[src/rtl/adsr_pkg.sv]
// rtl/adsr_pkg.sv - shared state encodings and constants for the envelope follower
// Used by env_mag and envelope_follower.
package adsr_pkg;

  localparam int ENV_WIDTH = 12;

  typedef enum logic [2:0] {
    ST_IDLE = 3'b001,
    ST_ON   = 3'b010,
    ST_HOLD = 3'b100
  } env_state_e;

  localparam logic [ENV_WIDTH-1:0] MID     = 12'd2048;
  localparam logic [ENV_WIDTH-1:0] MAG_MAX = 12'd4094;

  function automatic logic [ENV_WIDTH-1:0] min_level(input logic [ENV_WIDTH-1:0] a,
                                                     input logic [ENV_WIDTH-1:0] b);
    return (a < b) ? a : b;
  endfunction

endpackage

[src/rtl/env_mag.sv]
// rtl/env_mag.sv - S1 stage: offset-binary sample to saturated, doubled magnitude
// Registers magnitude and its valid; magnitude holds between strobes.
module env_mag
  import adsr_pkg::*;
#(
  parameter int WIDTH = 12
) (
  input  logic             clk,
  input  logic             rst_n,
  input  logic             en_in,
  input  logic [WIDTH-1:0] wave_in,
  output logic             mag_valid,
  output logic [WIDTH-1:0] mag
);

  logic [WIDTH:0]   diff;
  logic [WIDTH:0]   abs_d;
  logic [WIDTH-1:0] mag_d, mag_q;
  logic             valid_d, valid_q;

  always_comb begin
    diff    = {1'b0, wave_in} - {1'b0, MID};
    abs_d   = diff[WIDTH] ? (~diff + 13'd1) : diff;
    valid_d = en_in;
    mag_d   = mag_q;
    if (en_in) begin
      // |d| of 2048 only occurs for sample 0 and clips to the same 4094 as 2047
      mag_d = (abs_d > 13'd2047) ? MAG_MAX : WIDTH'(abs_d << 1);
    end
  end

  always_ff @(posedge clk or negedge rst_n) begin
    if (!rst_n) begin
      valid_q <= 1'b0;
      mag_q   <= '0;
    end else begin
      valid_q <= valid_d;
      mag_q   <= mag_d;
    end
  end

  assign mag_valid = valid_q;
  assign mag       = mag_q;

endmodule

[src/rtl/envelope_follower.sv]
// rtl/envelope_follower.sv - envelope tracker and hysteretic gate (S2) over the env_mag stage
// Optional peak register when ENV_FOLLOWER_PEAK_EN is defined.
module envelope_follower
  import adsr_pkg::*;
#(
  parameter int WIDTH  = 12,
  parameter int HOLD_W = 12
) (
  input  logic              clk,
  input  logic              rst_n,
  input  logic              en_in,
  input  logic [WIDTH-1:0]  wave_in,
  input  logic [3:0]        attack_shift,
  input  logic [3:0]        release_shift,
  input  logic [WIDTH-1:0]  on_thresh,
  input  logic [WIDTH-1:0]  off_thresh,
  input  logic [HOLD_W-1:0] hold_time,
`ifdef ENV_FOLLOWER_PEAK_EN
  input  logic              peak_clr,
  output logic [WIDTH-1:0]  peak,
`endif
  output logic [WIDTH-1:0]  envelope,
  output logic              gate,
  output logic              en_out
);

  logic             mag_valid;
  logic [WIDTH-1:0] mag_s1;

  env_mag #(
    .WIDTH(WIDTH)
  ) u_env_mag (
    .clk      (clk),
    .rst_n    (rst_n),
    .en_in    (en_in),
    .wave_in  (wave_in),
    .mag_valid(mag_valid),
    .mag      (mag_s1)
  );

  logic [WIDTH-1:0]  env_d, env_q;
  logic              gate_d, gate_q;
  logic              en_out_d, en_out_q;
  logic [HOLD_W-1:0] cnt_d, cnt_q;
  env_state_e        state_d, state_q;

  logic [WIDTH:0]    delta;
  logic [WIDTH:0]    step;
  logic [WIDTH-1:0]  env_new;
  logic [WIDTH-1:0]  off_eff;

  // Step is at least 1 and at most the gap, so env lands on mag rather than crossing it.
  always_comb begin
    delta   = '0;
    step    = '0;
    env_new = env_q;
    if (mag_s1 > env_q) begin
      delta = {1'b0, mag_s1} - {1'b0, env_q};
      step  = delta >> attack_shift;
      if (step == '0) begin
        step = 13'd1;
      end
      env_new = (step >= delta) ? mag_s1 : WIDTH'({1'b0, env_q} + step);
    end else if (mag_s1 < env_q) begin
      delta = {1'b0, env_q} - {1'b0, mag_s1};
      step  = delta >> release_shift;
      if (step == '0) begin
        step = 13'd1;
      end
      env_new = (step >= delta) ? mag_s1 : WIDTH'({1'b0, env_q} - step);
    end
  end

  assign off_eff = min_level(off_thresh, on_thresh);

  always_comb begin
    state_d = state_q;
    cnt_d   = cnt_q;
    case (state_q)
      ST_IDLE: begin
        if (mag_valid && (env_new >= on_thresh)) begin
          state_d = ST_ON;
        end
      end
      ST_ON: begin
        if (mag_valid && (env_new < off_eff)) begin
          state_d = ST_HOLD;
          cnt_d   = hold_time;
        end
      end
      ST_HOLD: begin
        if (mag_valid) begin
          if (env_new >= on_thresh) begin
            state_d = ST_ON;
            cnt_d   = '0;
          end else if (cnt_q == '0) begin
            state_d = ST_IDLE;
          end else begin
            cnt_d = cnt_q - 1'b1;
          end
        end
      end
      default: begin
        state_d = ST_IDLE;
        cnt_d   = '0;
      end
    endcase
  end

  always_comb begin
    env_d    = env_q;
    gate_d   = gate_q;
    en_out_d = 1'b0;
    if (mag_valid) begin
      env_d    = env_new;
      gate_d   = (state_d != ST_IDLE);
      en_out_d = 1'b1;
    end
  end

  always_ff @(posedge clk or negedge rst_n) begin
    if (!rst_n) begin
      env_q    <= '0;
      gate_q   <= 1'b0;
      en_out_q <= 1'b0;
      cnt_q    <= '0;
      state_q  <= ST_IDLE;
    end else begin
      env_q    <= env_d;
      gate_q   <= gate_d;
      en_out_q <= en_out_d;
      cnt_q    <= cnt_d;
      state_q  <= state_d;
    end
  end

  assign envelope = env_q;
  assign gate     = gate_q;
  assign en_out   = en_out_q;

`ifdef ENV_FOLLOWER_PEAK_EN
  logic [WIDTH-1:0] peak_d, peak_q;

  // A clear coinciding with an update restarts the peak from the new envelope.
  always_comb begin
    peak_d = peak_q;
    if (peak_clr) begin
      peak_d = mag_valid ? env_new : '0;
    end else if (mag_valid && (env_new > peak_q)) begin
      peak_d = env_new;
    end
  end

  always_ff @(posedge clk or negedge rst_n) begin
    if (!rst_n) begin
      peak_q <= '0;
    end else begin
      peak_q <= peak_d;
    end
  end

  assign peak = peak_q;
`endif

endmodule

[config.mk]
export PLATFORM = sky130hd
export DESIGN_NAME = envelope_follower
export DESIGN_NICKNAME = d
export VERILOG_FILES = /design/src/rtl/adsr_pkg.sv /design/src/rtl/env_mag.sv /design/src/rtl/envelope_follower.sv
export SDC_FILE = /design/constraint.sdc
export NUM_CORES = 1
export LEC_CHECK = 0
export BUFFER_PORTS_ARGS = -buffer_cell sky130_fd_sc_hd__clkbuf_2
export CORE_ASPECT_RATIO = 0.8
export CORE_MARGIN = 3
export CORE_UTILIZATION = 62
export DETAILED_ROUTE_END_ITERATION = 8
export GPL_ROUTABILITY_DRIVEN = 0
export PLACE_DENSITY_LB_ADDON = 0.25
export SLEW_MARGIN = 20
export SYNTH_ARGS = -nofsm -noshare
export SYNTH_HDL_FRONTEND = slang
export SYNTH_SLANG_ARGS = --single-unit
[constraint.sdc]
create_clock -name clk -period 10 [get_ports clk]
set_input_delay 2 -clock clk [delete_from_list [all_inputs] [get_ports clk]]
set_output_delay 2 -clock clk [all_outputs]
set_load 0.05 [all_outputs]
After elaboration in Yosys (flattened, before gate mapping). Index checks and enable logic that the tools add are counted. Widths: inputs -> output; s select.

Input bits: 59. Register bits after elaboration: 42.

Add/sub/neg operators: 7. Bitwise logic cells: 2. Eq/ne operators: 7. Shifts and indexed selects: 2. Order comparisons: 8. Multiplexer cells: 24. Reduce and logical (&&, ||, !) cells: 6.

Operators by type and width (number): $mux 12 (10); $mux 13 (6); $lt 12x12->1 (3); $pmux 12 s3 (1); $ge 13x13->1 (2); $logic_not 13->1 (2); $shr 13x4->13 (2); $sub 12x12->13 (2); $mux 3 (5); $add 13x1->13 const B (1); $gt 13x11->1 const B (1); $not 13->13 (1); $sub 12x12->13 const B (1); $add 12x12->12 (1); $ge 12x12->1 (1); $gt 12x12->1 (1); $logic_not 12->1 (1); $sub 12x1->12 const B (1); $sub 12x12->12 (1); $pmux 3 s3 (1); $reduce_and 4->1 (1); $eq 3x1->1 const B (1); $eq 3x2->1 const B (1); $eq 3x3->1 const B (1); 7 further kinds (8).

Logic depth before layout (Yosys ltp). Gate-level depths: netlist of run 1.

Word-level depth: 15. Depth in mapped cells: 37.

Modules after synthesis. Synthesis of run 1 repeated with hierarchy kept, for this count alone.

Cell total of the unflattened synthesis: 1054. Area, all modules: 7753.7 µm².

By module, submodules not included: envelope_follower (cells each 980, area each 7079.3 µm², sequential area each 726.9 µm², times used 1); env_mag (cells each 74, area each 674.4 µm², sequential area each 300.3 µm², times used 1).

Worst setup path before layout of run 1. Ideal clock, no wire load.

Path kind: input to register. Start point: in release_shift[1]. End point: reg cnt_q[10]. Stages on the path: 31. Slack: 1.627 ns. Buffers on the path: 4. Data arrival time: 8.240 ns. Setup time: 0.133 ns. Path through: clkbuf_1 -> inv_1 -> o221a_2 -> o21a_1 -> a211o_1 -> o31ai_1 -> or4_1 -> nor4_2 -> a211o_1 -> ha_1 -> nand2b_1 -> a21o_1 -> a21oi_1 -> o21ai_0 -> a21oi_1 -> clkbuf_1 -> clkbuf_1 -> nor2_1 -> a21oi_1 -> nor2_1 -> or2_2 -> ha_1 -> a21o_1 -> a2111oi_0 -> o21ai_0 -> a221oi_1 -> a31o_2 -> o21bai_1 -> or2_1 -> clkbuf_1 -> o21ai_0.

Longest elaborated chain between the ends: 13. Elaborated cells between the ends (all ways): 19. Classes of those cells: add/sub (1); order compare (3); eq/ne (2); shift (1); mux (9); reduce/logical (3).

RTL lines: start, declared (line envelope_follower.sv:14) `input logic [3:0] release_shift,`; $shr 13x4->13 (*) (line envelope_follower.sv:66) `step = delta >> release_shift;`; $logic_not 13->1 (line envelope_follower.sv:67) `if (step == '0) begin`; $mux 13 (*) (line envelope_follower.sv:67); $mux 13 (*) (line envelope_follower.sv:64) `end else if (mag_s1 < env_q) begin`; $mux 13 (*) (line envelope_follower.sv:57) `if (mag_s1 > env_q) begin`; $sub 12x12->12 / $ge 13x13->1 (equally long branches) (line envelope_follower.sv:70) `env_new = (step >= delta) ? mag_s1 : WIDTH'({1'b0, env_q} - step);`; $mux 12 (*) (line envelope_follower.sv:70); $mux 12 (*) (line envelope_follower.sv:64); $mux 12 (*) (line envelope_follower.sv:57); net env_new[5] (line envelope_follower.sv:49) `logic [WIDTH-1:0] env_new;`; $ge 12x12->1 / $lt 12x12->1 (equally long branches) (line envelope_follower.sv:93, envelope_follower.sv:86); $mux 12 / $logic_and 1x1->1 (equally long branches) (line envelope_follower.sv:93, envelope_follower.sv:86); $mux 12 / $ne 2x2->1 (equally long branches); $pmux 12 s3 / $reduce_and 4->1 (equally long branches); end signal, assigned (line envelope_follower.sv:132) `cnt_q <= cnt_d;`; end, declared (line envelope_follower.sv:44) `logic [HOLD_W-1:0] cnt_d, cnt_q;`.

Mark *: on every way through the listed nets, which the timed path passes. The rest lies on a longest branch. The select of a mux whose other input is x is not followed. A chain may end at the register's enable or synchronous reset.

Final worst setup path of run 1.
Start point: reg env_q[1] (netlist: envelope[1]). End point: reg cnt_q[0].

Longest elaborated chain between the ends: 14. Elaborated cells between the ends (all ways): 30. Classes of those cells: add/sub (4); order compare (6); eq/ne (2); shift (2); mux (12); reduce/logical (4).

RTL lines: start, declared (line envelope_follower.sv:41) `logic [WIDTH-1:0] env_d, env_q;`; start signal, assigned (line envelope_follower.sv:129) `env_q <= env_d;`; $sub 12x12->13 (line envelope_follower.sv:65) `delta = {1'b0, env_q} - {1'b0, mag_s1};`; $shr 13x4->13 (line envelope_follower.sv:66); $logic_not 13->1 (line envelope_follower.sv:67); $mux 13 (line envelope_follower.sv:67); $mux 13 (line envelope_follower.sv:64); $mux 13 (line envelope_follower.sv:57); $sub 12x12->12 / $ge 13x13->1 (equally long branches) (line envelope_follower.sv:70); $mux 12 (line envelope_follower.sv:70); $mux 12 (line envelope_follower.sv:64); $mux 12 (*) (line envelope_follower.sv:57); net env_new[10] (line envelope_follower.sv:49); $ge 12x12->1 / $lt 12x12->1 (equally long branches) (line envelope_follower.sv:93, envelope_follower.sv:86); $mux 12 / $logic_and 1x1->1 (equally long branches) (line envelope_follower.sv:93, envelope_follower.sv:86); $mux 12 / $ne 2x2->1 (equally long branches); $pmux 12 s3 / $reduce_and 4->1 (equally long branches).

Marks and branches as above.

==> results of run 1 <==
[state kept, by name (all words and copies together), names as in the netlist]
register and flops:
cnt_q 12, envelope 12, u_env_mag.mag 11, state_q 3, en_out 1, gate 1
u_env_mag.mag_valid 1
[layout by cell type, fill, tap and decap left out, types with 10 or more instances in the layout]
| master | instances |
|---|---|
| a22oi_1 | 15 |
| nor2b_1 | 13 |
| dfrtp_1 | 40 |
| ha_1 | 108 |
| nand4_1 | 11 |
| nand2b_1 | 18 |
| a21o_1 | 32 |
| a211oi_1 | 20 |
| mux2_2 | 19 |
| a21oi_1 | 99 |
| or3_1 | 12 |
| o31ai_1 | 15 |
| mux2i_1 | 20 |
| o21ai_0 | 58 |
| nand2_1 | 50 |
| nand3_1 | 22 |
| o211ai_1 | 10 |
| clkbuf_2 | 72 |
| inv_1 | 88 |
| xnor2_1 | 30 |
| nor2_1 | 102 |
| nor3_1 | 20 |
[area by class of cell]
class | instances | share of cell area [%]
Multi-Input combinational cell | 829 | 73.8
Sequential cell | 41 | 12.7
Timing Repair Buffer | 78 | 4.99
Inverter | 88 | 4.07
Tap cell | 148 | 2.28
Clock buffer | 6 | 1.71
Clock inverter | 2 | 0.462
[metal layers]
layer | part of all wire, % | vias up | global-route usage, %
li1 | - | 3775 | -
met2 | 43 | 427 | 47.7
met4 | 2.4 | 0 | 7.20
met1 | 44 | 3626 | 48.3
met5 | 0 | - | 0
met3 | 11 | 63 | 7.10
[worst min-delay path by stage]
stage,startpoint,endpoint,cells after the start
6_report,cnt_q[9],cnt_q[9],2
5_1_grt,cnt_q[5],cnt_q[5],2
4_1_cts,cnt_q[5],cnt_q[5],2
3_5_place_dp,cnt_q[5],cnt_q[5],2
3_3_place_gp,cnt_q[5],cnt_q[5],2
2_1_floorplan,u_env_mag.mag_valid,en_out,0
[worst max-delay path, delay by kind of cell, from the launching register on]
kind                     cells  cell delay, ns
AO/OA/AOI/OAI               17            3.50
XOR/XNOR                     2            0.49
adder cells (fa/ha/maj)      5            1.50
buffers and inverters        4            0.54
flip-flops                   1            0.61
multiplexers                 1            0.56
AND/OR/NAND/NOR              6            2.00
[through the flow]
stage / hold slack, ns / utilization (%) / cell area (µm²) / worst slack [ns]
global placement: 0.487 / 67.9 / 7940 / 0.750
finish: 0.511 / 69.4 / 8120 / 0.685
detailed placement: 0.492 / 67.9 / 7940 / 0.451
global route: 0.541 / 69.4 / 8120 / 0.135
CTS: 0.508 / 69.4 / 8110 / 0.672
floorplan: 0.441 / - / 7530 / 1.63
[kinds of logic (layout without fill, tap and decap cells)]
family / Yosys count / in the layout
flops: 41 / 41
fa+ha+maj: 112 / 112
compound gates: 338 / 338
mux: 45 / 45
buf+inv: 136 / 174
xor+xnor: 40 / 40
simple gates: 294 / 294
[what timing repair did]
item                                   4_1_cts  5_1_grt
gates resized for setup                      0        1
endpoints found under the hold margin        0        0
setup endpoints to repair                    0       12
==> reports/results.txt, run 1 <==
Antenna Nets Post-Route -> 0
H-Tree Depth -> 2
Top post-synthesis cells by area -> ha_1 18%, dfrtp_1 13%, a21oi_1 6.6%
Worst path required time -> 10.19 ns
Worst Tran Pin Value -> 1.01 ns
Flop2flop setup slack -> 0.69 ns
Reg-to-Reg End -> cnt_q[0]
Status -> complete, no violations
Root Buffer -> clkbuf_16
Asr flop ratio synth -> 100%
Drt wl/cell -> 18.7 µm
GRT Resource Usage Total -> 32.4%
Cell repeated most along the worst path -> a21o_1
Clk_skew -> 0.00987 ns
Final Hold Viols -> 0
Register bit count reported by yosys -> 41
Via Count -> 7891
Initial antenna violation count -> 0
Main combinational cell family by area after synthesis -> compound AO/OA/AOI/OAI gates
Adder-Cell Fraction of Synth Area -> 19.0%
Core area -> 11700 µm²
Cell Area, Synth -> 7530 µm²
Multi-input gate area -> 6000 µm²
Vias per cell -> 6.62
Critical-path maximum fanout -> 12
Simple-Gate Fraction of Synth Area -> 19.0%
Worst reg2reg path startpoint -> envelope[1]
Synth Warn # -> 0
Buffers on Ports -> 72
Fin. max-slew vios -> 0
Share of cells above drive strength 1 -> 12.3%
Final setup fails -> 0
Critical Path Sink Type -> register
Vias in the first global route -> 7117
Setup tns final -> 0 ns
HPWL after detailed placement -> 17500 µm
Drc violations -> 0
Total Nets Final -> 1214
Post-synthesis mux area share -> 7.29%
Hold Crit Class -> reg2reg
Post-route clock period utilization -> 93.1%
CTS max path bufs -> 2
Largest net degree at the start of global routing -> 42
Yosys top cell area share -> 17.9%
IO Pins -> 73
Die Wd -> 129 µm
Mean Syn Cell Area -> 7.49 µm²
Die H -> 105 µm
Critical path class -> reg2reg
Most common cell in the synthesized netlist -> ha_1
Register area -> 1030 µm²
Post-Synth XOR/XNOR Area -> 4.83%
Top FF cell, synth -> dfrtp_1
Critical-path top delay cell -> nor4bb_1
Sinks on Clock Net -> 41
TritonCTS clock tree -> built
Fillers -> 1024
FMAX -> 107 MHz
Number of hold buffers added after cts -> 0
Max-cap viol count -> 0
Initial core utilization -> 64.4%
Detailed-route wire length -> 22300 µm
Antenna cells -> 0
Post-synth EDFFs -> 0
Post-CTS setup buffers -> 0
CP max stage delay -> 0.68 ns
Worst-Skew Late Latency -> 0.29 ns
TritonCTS buffer count -> 5
Netlist cell types -> 71
Tmin final -> 9.31 ns
Startpoint Class -> register
Post-Layout Cell Count -> 1192
Die area -> 13500 µm²
CP Data Arrival Time -> 9.51 ns
Post-synthesis sequential area ratio -> 13.6%
Rel. slew slack -> 32.6%
Placed cells -> 1184
Post-Synthesis Cells -> 1006
First-pass GRT wire length -> 36100 µm
Largest area contributor in the netlist -> ha_1
CP startpoint -> envelope[1]
Syn Nets -> 1177
Drt first pass iters -> 7
Setup repair after global routing missed its margin -> false
Compound-Gate Fraction of Synth Area -> 29.2%
DRT iter0 DRCs -> 1039
Synth-to-layout area growth -> 7.79%
R2R cell count -> 35
Clock-pin slew on the worst setup and hold paths -> 0.07 ns
Grt ovf -> 0
Most frequent cells after synthesis -> 108 x ha_1, 102 x nor2_1, 99 x a21oi_1
Row cnt -> 35
CP Capture Point -> cnt_q[0]
Power of run 1 is not shown: default switching activity piles up to over one toggle a cycle in this logic, so the estimate is an artifact.
==> run 2: changes to the inputs <==
--- a/config.mk
+++ b/config.mk
@@ -8,9 +8,10 @@
 export BUFFER_PORTS_ARGS = -buffer_cell sky130_fd_sc_hd__clkbuf_2
 export CORE_ASPECT_RATIO = 0.8
 export CORE_MARGIN = 3
-export CORE_UTILIZATION = 62
+export CORE_UTILIZATION = 55
 export DETAILED_ROUTE_END_ITERATION = 8
 export GPL_ROUTABILITY_DRIVEN = 0
+export HOLD_SLACK_MARGIN = 0.03
 export PLACE_DENSITY_LB_ADDON = 0.25
 export SLEW_MARGIN = 20
 export SYNTH_ARGS = -nofsm -noshare
==> reports/results.txt, run 2 (synthesis gave the netlist of run 1 again) <==
Row cnt -> 37
Startpoint Class -> input pin
Setup repair after global routing missed its margin -> false
Critical-path maximum fanout -> 28
Reg-to-Reg End -> cnt_q[9]
Grt ovf -> 0
Drt wl/cell -> 18.6 µm
DRT iter0 DRCs -> 725
Cts repair resizes -> 0
Worst hold slack -> 0.523 ns
Antenna cells -> 0
FMAX -> 111 MHz
Worst path required time -> 10.16 ns
Setup tns final -> 0 ns
IO Pins -> 73
Family with the most delay on the worst path -> compound AO/OA/AOI/OAI gates
Fin. max-slew vios -> 0
GRT Resource Usage Total -> 29.8%
Drc violations -> 0
Initial antenna violation count -> 0
Share of cells above drive strength 1 -> 12.3%
Total Nets Final -> 1216
Critical path class -> in2reg
Largest net degree at the start of global routing -> 42
Final core area utilization -> 62.0%
R2R cell count -> 33
Number of hold buffers added after cts -> 0
Flop2flop setup slack -> 0.99 ns
Most common cell after layout, fill and taps aside -> ha_1
Final setup fails -> 0
Critical Path Sink Type -> register
Worst hold start -> cnt_q[5]
Final Hold Viols -> 0
Worst hold endpoint -> cnt_q[5]
Initial core utilization -> 57.5%
Core area -> 13100 µm²
Vias per cell -> 6.42
H-Tree Depth -> 2
Drt first pass iters -> 5
Status -> complete, no violations
TritonCTS clock tree -> built
TritonCTS buffer count -> 5
WHS Path Cells -> 2
Post-route clock period utilization -> 90.1%
Worst-Skew Late Latency -> 0.29 ns
Rel. slew slack -> 35.5%
Clk_skew -> 0.00625 ns
Sinks on Clock Net -> 41
Max-cap viol count -> 0
Critical-path top delay cell -> nor4bb_1
CP Data Arrival Time -> 9.17 ns
Detailed-route wire length -> 22800 µm
CTS max path bufs -> 2
Vias in the first global route -> 7266
Most frequent cells in the layout -> 108 x ha_1, 102 x nor2_1, 99 x a21oi_1
HPWL after detailed placement -> 18200 µm
First-pass GRT wire length -> 37000 µm
Hold Crit Class -> reg2reg
Worst reg2reg path startpoint -> envelope[9]
Buffers on Ports -> 72
CP max stage delay -> 0.53 ns
Die area -> 15100 µm²
Die Wd -> 137 µm
Antenna Nets Post-Route -> 0
Post-CTS setup buffers -> 0
Tmin final -> 9.01 ns
Worst Tran Pin Value -> 0.963 ns
Synth-to-layout area growth -> 7.91%
Die H -> 111 µm
Clock-pin slew on the worst setup and hold paths -> 0.06 ns
Buf/Inv on CP -> 5
Root Buffer -> clkbuf_16
Via Count -> 7841
## run 2: worst register-to-register path, delay by kind of cell (launching register included)
kind	cells	cell delay, ns
flops	1	0.55
fa+ha+maj	3	1.18
buf+inv	4	0.60
compound gates	16	3.33
simple gates	8	2.40
mux	2	0.84
## run 2: final cells by class
type	count	area [µm²]
sequential	41	1030
tap	175	219
clock inverter	3	17.5
fill	1217	4970
inverter	88	330
clock buffer	5	125
multi-input combinational	829	5990
timing repair buffer	80	420
## run 2: how the worst max path moves through the flow
stage,to,startpoint,depth (start not counted)
floorplan,cnt_q[10],release_shift[1],31
global placement,cnt_q[6],release_shift[1],31
detailed placement,cnt_q[5],release_shift[1],31
CTS,cnt_q[11],release_shift[1],31
global route,cnt_q[8],envelope[9],31
finish,cnt_q[9],release_shift[1],31
## run 2: per-layer routing
metal	GRT usage [%]	vias up	part of all wire [%]	routed length, µm
met5	0	-	0	0
li1	-	3778	-	-
met4	6.91	0	2.2	491
met3	7.17	47	11	2430
met1	45.2	3626	46	10500
met2	42.4	390	41	9310
## run 2: metrics by stage
stage / setup slack, ns / cells / cell area [µm²]
floorplan: 1.63 / 1006 / 7530
global placement: 0.969 / 1213 / 7990
detailed placement: 0.886 / 1213 / 7990
CTS: 1.16 / 1221 / 8130
global route: 0.466 / 1221 / 8130
finish: 0.991 / 1221 / 8130
Power of run 2 is left out for the same reason.
==> run 3: changes to the inputs <==
--- a/config.mk
+++ b/config.mk
@@ -5,6 +5,7 @@
 export SDC_FILE = /design/constraint.sdc
 export NUM_CORES = 1
 export LEC_CHECK = 0
+export ABC_AREA = 1
 export BUFFER_PORTS_ARGS = -buffer_cell sky130_fd_sc_hd__clkbuf_2
 export CORE_ASPECT_RATIO = 0.8
 export CORE_MARGIN = 3
==> constraint.sdc (replaced) <==
create_clock -name clk -period 11.65 [get_ports clk]
set_input_delay 2.33 -clock clk [delete_from_list [all_inputs] [get_ports clk]]
set_output_delay 2.33 -clock clk [all_outputs]
set_load 0.05 [all_outputs]
==> reports/results.txt, run 3 <==
Startpoint Class -> input pin
Critical path class -> in2reg
DRT iter0 DRCs -> 1140
GRT Resource Usage Total -> 30.4%
Clock-pin slew on the worst setup and hold paths -> 0.06 ns
Fin. max-slew vios -> 0
Worst hold endpoint -> cnt_q[11]
Row cnt -> 38
Synth Warn # -> 0
Largest area contributor in the netlist -> nand2_1
Most frequent cells in the layout -> 365 x nand2_1, 171 x inv_1, 124 x nand3_1
Grt ovf -> 0
WHS Path Cells -> 2
Post-synthesis sequential area ratio -> 13.3%
Core area -> 13600 µm²
Antenna cells -> 0
Die Wd -> 139 µm
Worst reg2reg path startpoint -> envelope[1]
Most common cell after layout, fill and taps aside -> nand2_1
Most common cell in the synthesized netlist -> nand2_1
Cts repair resizes -> 0
Family with the most delay on the worst path -> simple AND/OR/NAND/NOR gates
Die area -> 15500 µm²
Netlist cell types -> 53
TritonCTS clock tree -> built
Post-synth EDFFs -> 0
Cell Area, Synth -> 7740 µm²
Mean Syn Cell Area -> 6.06 µm²
Cell repeated most along the worst path -> nand2_1
Vias per cell -> 5.83
Initial core utilization -> 56.7%
Worst path required time -> 11.87 ns
Total Nets Final -> 1493
Detailed-route wire length -> 24100 µm
Met3 GRT Util -> 7.24%
Post-route clock period utilization -> 65.1%
Rel. slew slack -> 34.5%
Worst-Skew Late Latency -> 0.28 ns
FMAX -> 132 MHz
CP max stage delay -> 0.41 ns
DP Area -> 8170 µm²
Final core area utilization -> 61.0%
Via Count -> 8758
Grt met1 use -> 46.0%
Top FF cell, synth -> dfrtp_1
Critical Path Sink Type -> register
Final setup fails -> 0
Setup tns final -> 0 ns
Met2 usage -> 44.0%
CTS max path bufs -> 2
Status -> complete, no violations
Antenna Nets Post-Route -> 0
HPWL after detailed placement -> 19500 µm
Initial antenna violation count -> 0
Worst Slack Setup Final -> 4.07 ns
Syn Nets -> 1448
Final Hold Viols -> 0
Drc violations -> 0
Asr flop ratio synth -> 100%
Worst hold start -> cnt_q[11]
Sinks on Clock Net -> 41
H-Tree Depth -> 2
Vias in the first global route -> 7799
Hold Crit Class -> reg2reg
Tmin final -> 7.58 ns
Critical-path top delay cell -> fa_1
Largest net degree at the start of global routing -> 42
Buf/Inv on CP -> 3
Top post-synthesis cells by area -> nand2_1 18%, ha_1 17%, dfrtp_1 13%
Drt first pass iters -> 6
Gr busiest metal -> met1
Register bit count reported by yosys -> 41
Share of cells above drive strength 1 -> 9.30%
Post-Synthesis Cells -> 1277
CP Data Arrival Time -> 7.81 ns
Worst slack at placement -> 3.95 ns
Number of hold buffers added after cts -> 0
R2R cell count -> 37
Max-cap viol count -> 0
Buffers on Ports -> 72
Yosys top cell area share -> 17.7%
Critical-path maximum fanout -> 14
Most frequent cells after synthesis -> 365 x nand2_1, 171 x inv_1, 124 x nand3_1
Post-CTS setup buffers -> 0
IO Pins -> 73
Worst Tran Pin Value -> 0.983 ns
TritonCTS buffer count -> 5
Clk_skew -> 0.00526 ns
Synth-to-layout area growth -> 7.62%
Drt wl/cell -> 16.0 µm
First-pass GRT wire length -> 39400 µm
Post-route cell area -> 8330 µm²
Flop2flop setup slack -> 4.71 ns
Setup repair after global routing missed its margin -> false
Root Buffer -> clkbuf_16
Reg-to-Reg End -> cnt_q[9]
Die H -> 112 µm
run 3: metal layers:
layer	share of wire (%)	wire [µm]
met3	13	3050
met5	0	0
met1	45	10900
met4	2.3	563
met2	40	9560
run 3: final cells by class:
class,count,area (µm²)
Multi-Input combinational cell,1023,5880
Clock buffer,7,153
Clock inverter,1,5.00
Tap cell,180,225
Sequential cell,41,1030
Fill cell,1343,5320
Inverter,179,672
Timing Repair Buffer,72,360
run 3: cell families after synthesis:
kind of cell	Yosys count	synth area share, %
AND/OR/NAND/NOR	641	36.1
AO/OA/AOI/OAI	235	17.4
buffers and inverters	213	10.7
adder cells (fa/ha/maj)	112	18.5
XOR/XNOR	35	3.96
flip-flops	41	13.3
run 3: how the worst max path moves through the flow:
stage | start | endpoint | slack, ns | cells after the start
floorplan | release_shift[0] | cnt_q[0] | 4.91 | 35
global placement | attack_shift[0] | cnt_q[10] | 4.00 | 34
detailed placement | attack_shift[0] | cnt_q[10] | 3.95 | 34
CTS | attack_shift[0] | cnt_q[10] | 4.22 | 34
global route | release_shift[0] | cnt_q[10] | 3.48 | 37
finish | attack_shift[0] | cnt_q[9] | 4.07 | 34
run 3: metrics by stage:
step,hold slack (ns),cells
floorplan,0.448,1277
global placement,0.477,1495
detailed placement,0.477,1495
CTS,0.493,1503
global route,0.523,1503
finish,0.500,1503
run 3: worst register-to-register path, delay by kind of cell, from the launching register on:
| kind | cells | cell delay [ns] |
|---|---|---|
| buf+inv | 2 | 0.20 |
| xor+xnor | 2 | 0.46 |
| simple gates | 21 | 2.34 |
| flops | 1 | 0.64 |
| fa+ha+maj | 4 | 1.38 |
| compound gates | 8 | 1.84 |
Power of run 3 is left out for the same reason.
